$ cat config.mk
export PLATFORM = sky130hd
export DESIGN_NAME = pipelined_seg_adder_flat
export DESIGN_NICKNAME = d
export VERILOG_FILES = /design/src/rtl/pipelined_seg_adder_if.sv /design/src/rtl/pipelined_seg_adder.sv /design/src/flat_wrapper.sv
export SDC_FILE = /design/constraint.sdc
export NUM_CORES = 1
export LEC_CHECK = 0
export BUFFER_PORTS_ARGS = -buffer_cell sky130_fd_sc_hd__buf_2
export CORE_MARGIN = 2
export CORE_UTILIZATION = 35
export CTS_BUF_LIST = sky130_fd_sc_hd__clkbuf_4 sky130_fd_sc_hd__clkbuf_8 sky130_fd_sc_hd__clkbuf_16
export DETAILED_ROUTE_END_ITERATION = 6
export GPL_ROUTABILITY_DRIVEN = 0
export PLACE_DENSITY = 0.53
export SYNTH_ARGS = -nofsm -noshare
export SYNTH_HDL_FRONTEND = slang
export SYNTH_SLANG_ARGS = --single-unit
$ cat constraint.sdc
create_clock -name clk -period 2.1 [get_ports clk]
set_input_delay 0.525 -clock clk [delete_from_list [all_inputs] [get_ports clk]]
set_output_delay 0.525 -clock clk [all_outputs]
set_load 0.05 [all_outputs]
$ cat src/rtl/pipelined_seg_adder_if.sv
// Valid/ready bundle for the segmented adder: request side (operands) and
// response side (sum, carry, overflow).
interface pipelined_seg_adder_if #(
    parameter int WIDTH = 32
);
    logic             in_valid;
    logic             in_ready;
    logic [WIDTH-1:0] a;
    logic [WIDTH-1:0] b;
    logic             cin;
    logic             sub;
    logic             out_valid;
    logic             out_ready;
    logic [WIDTH-1:0] sum;
    logic             cout;
    logic             ovf;

    modport slave (
        input  in_valid, a, b, cin, sub, out_ready,
        output in_ready, out_valid, sum, cout, ovf
    );

    modport master (
        output in_valid, a, b, cin, sub, out_ready,
        input  in_ready, out_valid, sum, cout, ovf
    );
endinterface

$ cat src/rtl/pipelined_seg_adder.sv
// Skewed carry-pipelined adder/subtractor: one SEG-bit segment is summed per
// stage, with elastic valid/ready flow control between stages.

module pipelined_seg_adder_stage #(
    parameter int WIDTH = 32,
    parameter int SEG   = 8,
    parameter int K     = 0
) (
    input  logic             clk,
    input  logic             rst_n,
    input  logic             ld_i,
    input  logic             vld_i,
    input  logic [WIDTH-1:0] a_i,
    input  logic [WIDTH-1:0] b_i,
    input  logic [WIDTH-1:0] s_i,
    input  logic             c_i,
    output logic             vld_o,
    output logic [WIDTH-1:0] a_o,
    output logic [WIDTH-1:0] b_o,
    output logic [WIDTH-1:0] s_o,
    output logic             c_o,
    output logic             ovf_o
);
    logic [SEG:0]     seg_sum;
    logic [WIDTH-1:0] s_d;
    logic             msb_cin;

    logic             vld_q;
    logic [WIDTH-1:0] a_q, b_q, s_q;
    logic             c_q, ovf_q;

    always_comb begin
        seg_sum = {1'b0, a_i[K*SEG +: SEG]} + {1'b0, b_i[K*SEG +: SEG]}
                + {{SEG{1'b0}}, c_i};
        s_d = s_i;
        s_d[K*SEG +: SEG] = seg_sum[SEG-1:0];
        // Carry into this segment's top bit; only the last stage's is the true MSB.
        msb_cin = a_i[K*SEG+SEG-1] ^ b_i[K*SEG+SEG-1] ^ seg_sum[SEG-1];
    end

    always_ff @(posedge clk or negedge rst_n) begin
        if (!rst_n) begin
            vld_q <= 1'b0;
            a_q   <= '0;
            b_q   <= '0;
            s_q   <= '0;
            c_q   <= 1'b0;
            ovf_q <= 1'b0;
        end else if (ld_i) begin
            vld_q <= vld_i;
            // Bubbles leave the data registers untouched.
            if (vld_i) begin
                a_q   <= a_i;
                b_q   <= b_i;
                s_q   <= s_d;
                c_q   <= seg_sum[SEG];
                ovf_q <= msb_cin ^ seg_sum[SEG];
            end
        end
    end

    assign vld_o = vld_q;
    assign a_o   = a_q;
    assign b_o   = b_q;
    assign s_o   = s_q;
    assign c_o   = c_q;
    assign ovf_o = ovf_q;
endmodule

module pipelined_seg_adder #(
    parameter int WIDTH = 32,
    parameter int SEG   = 8
) (
    input logic                   clk,
    input logic                   rst_n,
    pipelined_seg_adder_if.slave  bus
);
    localparam bit BAD  = (SEG < 1) || (WIDTH < SEG) || ((WIDTH % ((SEG < 1) ? 1 : SEG)) != 0);
    localparam int NSEG = BAD ? 1 : WIDTH / SEG;

    generate
        if (BAD) begin : g_bad_params
            $error("pipelined_seg_adder: WIDTH must be a nonzero multiple of SEG>=1");
        end
    endgenerate

    // Index 0 is the input port; index k+1 is the output of stage k.
    logic [NSEG:0]            vld_pipe;
    logic [NSEG:0]            c_pipe;
    logic [NSEG:0][WIDTH-1:0] a_pipe;
    logic [NSEG:0][WIDTH-1:0] b_pipe;
    logic [NSEG:0][WIDTH-1:0] s_pipe;
    logic [NSEG-1:0]          ovf_s;
    logic [NSEG-1:0]          adv;
    logic [NSEG-1:0]          ld;

    assign vld_pipe[0] = bus.in_valid;
    assign a_pipe[0]   = bus.a;
    assign b_pipe[0]   = bus.sub ? ~bus.b : bus.b;
    assign s_pipe[0]   = '0;
    assign c_pipe[0]   = bus.sub | bus.cin;

    genvar k;
    generate
        for (k = 0; k < NSEG; k++) begin : g_stage
            if (k == NSEG - 1) begin : g_last
                assign adv[k] = vld_pipe[k+1] && bus.out_ready;
            end else begin : g_mid
                assign adv[k] = vld_pipe[k+1] && (!vld_pipe[k+2] || adv[k+1]);
            end
            assign ld[k] = !vld_pipe[k+1] || adv[k];

            pipelined_seg_adder_stage #(
                .WIDTH (WIDTH),
                .SEG   (SEG),
                .K     (k)
            ) u_stage (
                .clk   (clk),
                .rst_n (rst_n),
                .ld_i  (ld[k]),
                .vld_i (vld_pipe[k]),
                .a_i   (a_pipe[k]),
                .b_i   (b_pipe[k]),
                .s_i   (s_pipe[k]),
                .c_i   (c_pipe[k]),
                .vld_o (vld_pipe[k+1]),
                .a_o   (a_pipe[k+1]),
                .b_o   (b_pipe[k+1]),
                .s_o   (s_pipe[k+1]),
                .c_o   (c_pipe[k+1]),
                .ovf_o (ovf_s[k])
            );
        end
    endgenerate

    assign bus.in_ready  = ld[0];
    assign bus.out_valid = vld_pipe[NSEG];
    assign bus.sum       = s_pipe[NSEG];
    assign bus.cout      = c_pipe[NSEG];
    assign bus.ovf       = ovf_s[NSEG-1];
endmodule
$ cat src/flat_wrapper.sv
// flat-port wrapper written by rule: the top's interface ports become plain ports
module pipelined_seg_adder_flat 
#(
    parameter int WIDTH = 32,
    parameter int SEG   = 8
)
  (clk, rst_n, bus_in_valid, bus_a, bus_b, bus_cin, bus_sub, bus_out_ready, bus_in_ready, bus_out_valid, bus_sum, bus_cout, bus_ovf);
  pipelined_seg_adder_if #(.WIDTH(WIDTH)) bus_i ();
  input logic clk;
  input logic rst_n;
  input wire logic [$bits(bus_i.in_valid)-1:0] bus_in_valid;
  input wire logic [$bits(bus_i.a)-1:0] bus_a;
  input wire logic [$bits(bus_i.b)-1:0] bus_b;
  input wire logic [$bits(bus_i.cin)-1:0] bus_cin;
  input wire logic [$bits(bus_i.sub)-1:0] bus_sub;
  input wire logic [$bits(bus_i.out_ready)-1:0] bus_out_ready;
  output wire logic [$bits(bus_i.in_ready)-1:0] bus_in_ready;
  output wire logic [$bits(bus_i.out_valid)-1:0] bus_out_valid;
  output wire logic [$bits(bus_i.sum)-1:0] bus_sum;
  output wire logic [$bits(bus_i.cout)-1:0] bus_cout;
  output wire logic [$bits(bus_i.ovf)-1:0] bus_ovf;
  assign bus_i.in_valid = bus_in_valid;
  assign bus_i.a = bus_a;
  assign bus_i.b = bus_b;
  assign bus_i.cin = bus_cin;
  assign bus_i.sub = bus_sub;
  assign bus_i.out_ready = bus_out_ready;
  assign bus_in_ready = bus_i.in_ready;
  assign bus_out_valid = bus_i.out_valid;
  assign bus_sum = bus_i.sum;
  assign bus_cout = bus_i.cout;
  assign bus_ovf = bus_i.ovf;
  pipelined_seg_adder #(.WIDTH(WIDTH), .SEG(SEG)) u_core (.clk(clk), .rst_n(rst_n), .bus(bus_i));
endmodule
==> summary.md <==
| Metric | Value |
|---|---|
| Fillers | 2168 |
| Reg2reg start | u_core.g_stage[2].u_stage.a_o[24] |
| # setup viols final | 0 |
| Distinct cells, synth | 44 |
| Status | finished clean |
| First-pass GRT wire length | 28600 um |
| Post-synth EDFFs | 0 |
| Clock-pin slew on the worst setup and hold paths | 0.07 ns |
| CTS tree | done |
| Slew headroom | 73.9% |
| Drt pass-1 iters | 4 |
| Post-synth top area cell | dfrtp_1 |
| Fin crit share | 99.7% |
| Drt drc | 0 |
| ANT nets after route | 0 |
| Critical path class | input pin to register |
| Seq/Total Area, Yosys | 55.2% |
| Netlist Area Pre-Place | 8390 um^2 |
| Clock Skews | 0.0123 ns |
| Critical path arrival | 2.40 ns |
| Yosys warnings | 0 |
| RSZ-0062 raised after global routing | true |
| Clock sink count | 185 |
| Multiplexer share of the synthesized area | 16.9% |
| Nets | 904 |
| Post-synth top area share | 55.2% |
| FF/Latch Area | 4630 um^2 |
| Row count | 56 |
| CTS root buf | clkbuf_16 |
| CP required | 2.41 ns |
| Synth Instances | 658 |
| Post-route setup slack | 0.00598 ns |
| Final number of hold-violating endpoints | 0 |
| Total Routing Usage GR | 14.0% |
| Tmin final | 2.09 ns |
| N_diodes | 0 |
| Die width | 159 um |
| Worst Setup End Kind | register |
| Synth Register Bits | 185 |
| Non-Filler Instances | 1130 |
| Wire per inst | 14.8 um |
| MaxCap Viol Count | 0 |
| Worst hold path class | input pin to async pin |
| Post-synthesis average cell area | 12.7 um^2 |
| Setup Slack @ Placement | -0.644 ns |
| Vias in the first global route | 5643 |
| Chip height | 159 um |
| Clk buf depth | 2 |
| Actual slew at the worst max-slew pin | 0.388 ns |
| Routed WL | 16800 um |
| Max-slew violations | 0 |
| Share of cells above drive strength 1 | 41.4% |
| Routed vias/inst | 4.64 |
| XOR/XNOR share of the synthesized area | 5.33% |
| Initial Utilization | 35.7% |
| Max Fclk | 0.478 GHz |
| Die ar. | 25200 um^2 |
| RR Endpoint | u_core.g_stage[3].u_stage.s_o[30] |
| Asr flop ratio synth | 100% |
| Clock buffer count from CTS | 17 |
| I/O Buffers | 105 |
| Pwr dens | 1410 nW/um^2 |
| Ports | 106 |
| VDD IR max | 575 uV |
| Area occupied by multi-input gates | 3660 um^2 |
| Simple-gate share of the synthesized area | 6.06% |
| R2R Setup Slk | 0.05 ns |
| Synthesized Nets | 764 |
| Startpoint Class | input pin |
| Largest net degree at the start of global routing | 61 |
| Synth Area in Compound Gates | 7.77% |
| Area Overhead vs Synth | 24.0% |
| Main combinational cell family by area after synthesis | multiplexers |
| Hpwl dp | 12200 um |
| Gr ovfl total | 0 |
| Via count | 5246 |
| Initial antenna violation count | 0 |
| Cells on worst reg2reg path | 7 |
| Top_reg_cell synth | dfrtp_1 |
| # H-tree levels | 4 |
| Lkg Pwr | 4.69 nW |
| CP Max Fanout | 4 |
| # placed instances | 1096 |
| Main area contributors after synthesis | dfrtp_1, mux2_2, ha_1 |
| Insertion delay to the later sink of the worst-skew pair | 0.42 ns |
| Synth Area in Adders | 6.09% |
| Core area | 23500 um^2 |
| Fin Setup TNS | 0 ns |
| DR iter-0 viols | 174 |
## kinds of logic after synthesis
logic type	after synthesis
AOI/OAI and AO/OA	112
and+or+nand+nor	108
DFF	185
muxes	126
buffers and inverters	40
adders and majority gates	36
xor gates and xnor gates	51
## power by group
group          total [W]  internal, W  switching [W]
Sequential       0.00549      0.00482       0.000672
Clock            0.00355      0.00219        0.00136
Combinational    0.00563      0.00244        0.00319
## per-layer routing
metal	share of wire, %	wire, um	GRT usage (%)
met1	47	7830	18.1
met2	49	8270	23.5
met3	2.5	414	2.90
met4	1.4	240	4.75
met5	0	0	0
## area by class of cell
class | count | share of cell area [%]
timing repair buffer | 150 | 9.68
inverter | 11 | 0.397
clock buffer | 19 | 4.36
multi-input combinational | 433 | 35.2
clock inverter | 13 | 2.05
sequential | 185 | 44.5
tap | 319 | 3.84
## critical path: stages
cell and delay, ns:
buf_12 0.11, or2_4 0.22, fa_2 0.35, fa_2 0.36, a211oi_2 0.20, o21bai_1 0.08, a21o_1 0.18, a2111oi_2 0.29
nor3_1 0.07
## per-stage QoR
stage          hold slack (ns)  instance area (um^2)  util (%)  power (W)
2_1_floorplan            0.229                  8450         -    0.00940
3_3_place_gp             0.461                  9600      40.9     0.0108
3_5_place_dp             0.466                  9600      40.9     0.0110
5_1_grt                 0.0491                 10400      44.3     0.0156
6_report                0.0436                 10400      44.3     0.0147
4_1_cts                 0.0354                 10300      44.0     0.0147
## what timing repair did
item	CTS	global route
pin swaps	16	12
gates resized for setup	18	19
setup buffers	1	1
endpoints found under the setup margin	15	14
hold buffers	0	0
## state kept, by name (all words and copies together) (netlist names)
| register | cells |
|---|---|
| u_core.g_stage.u_stage.s_o | 80 |
| u_core.g_stage.u_stage.a_o | 48 |
| u_core.g_stage.u_stage.b_o | 48 |
| u_core.g_stage.u_stage.c_o | 4 |
| u_core.g_stage.u_stage.vld_o | 4 |
| u_core.g_stage.u_stage.ovf_o | 1 |
## synth_stat cells (all sizes together) (3+ instances only)
cell type,instances
dfrtp,185
o31ai,8
buf,23
o211ai,4
xnor2,28
nor3,6
nand2b,9
o21ai,59
nand2,63
or2,3
a211oi,7
nand4,3
fa,8
mux2,126
ha,28
xor2,23
o21bai,3
nor3b,3
clkbuf,6
inv,11
a21oi,18
nor2,7
nor2b,4
a21o,5
## worst max-delay path by stage
stage                                    start                             to  slack, ns
2_1_floorplan                          bus_sub  u_core.g_stage[0].u_stage.c_o      -0.70
4_1_cts        u_core.g_stage[2].u_stage.vld_o                   bus_in_ready      0.003
5_1_grt                                bus_sub  u_core.g_stage[0].u_stage.c_o      -0.07
3_3_place_gp                           bus_sub  u_core.g_stage[0].u_stage.c_o      -0.61
6_report                               bus_sub  u_core.g_stage[0].u_stage.c_o      0.006
3_5_place_dp                           bus_sub  u_core.g_stage[0].u_stage.c_o      -0.64
## placed cells by master, fill, tap and decap left out, drive strengths merged, types with 3 or more instances in the layout
master and n:
dfrtp 185, buf 149, mux2 126, nand2 63, o21ai 59, ha 28, xnor2 28, xor2 23
clkbuf 20, a21oi 18, inv 15, nand2b 9, fa 8, o31ai 8, nor2 7, a211oi 7
nor3 6, a21o 5, bufinv 5, o211ai 4, nor2b 4, o21bai 3, nor3b 3, nand4 3
clkinvlp 3, or2 3
(Power assumes the default switching activity.)
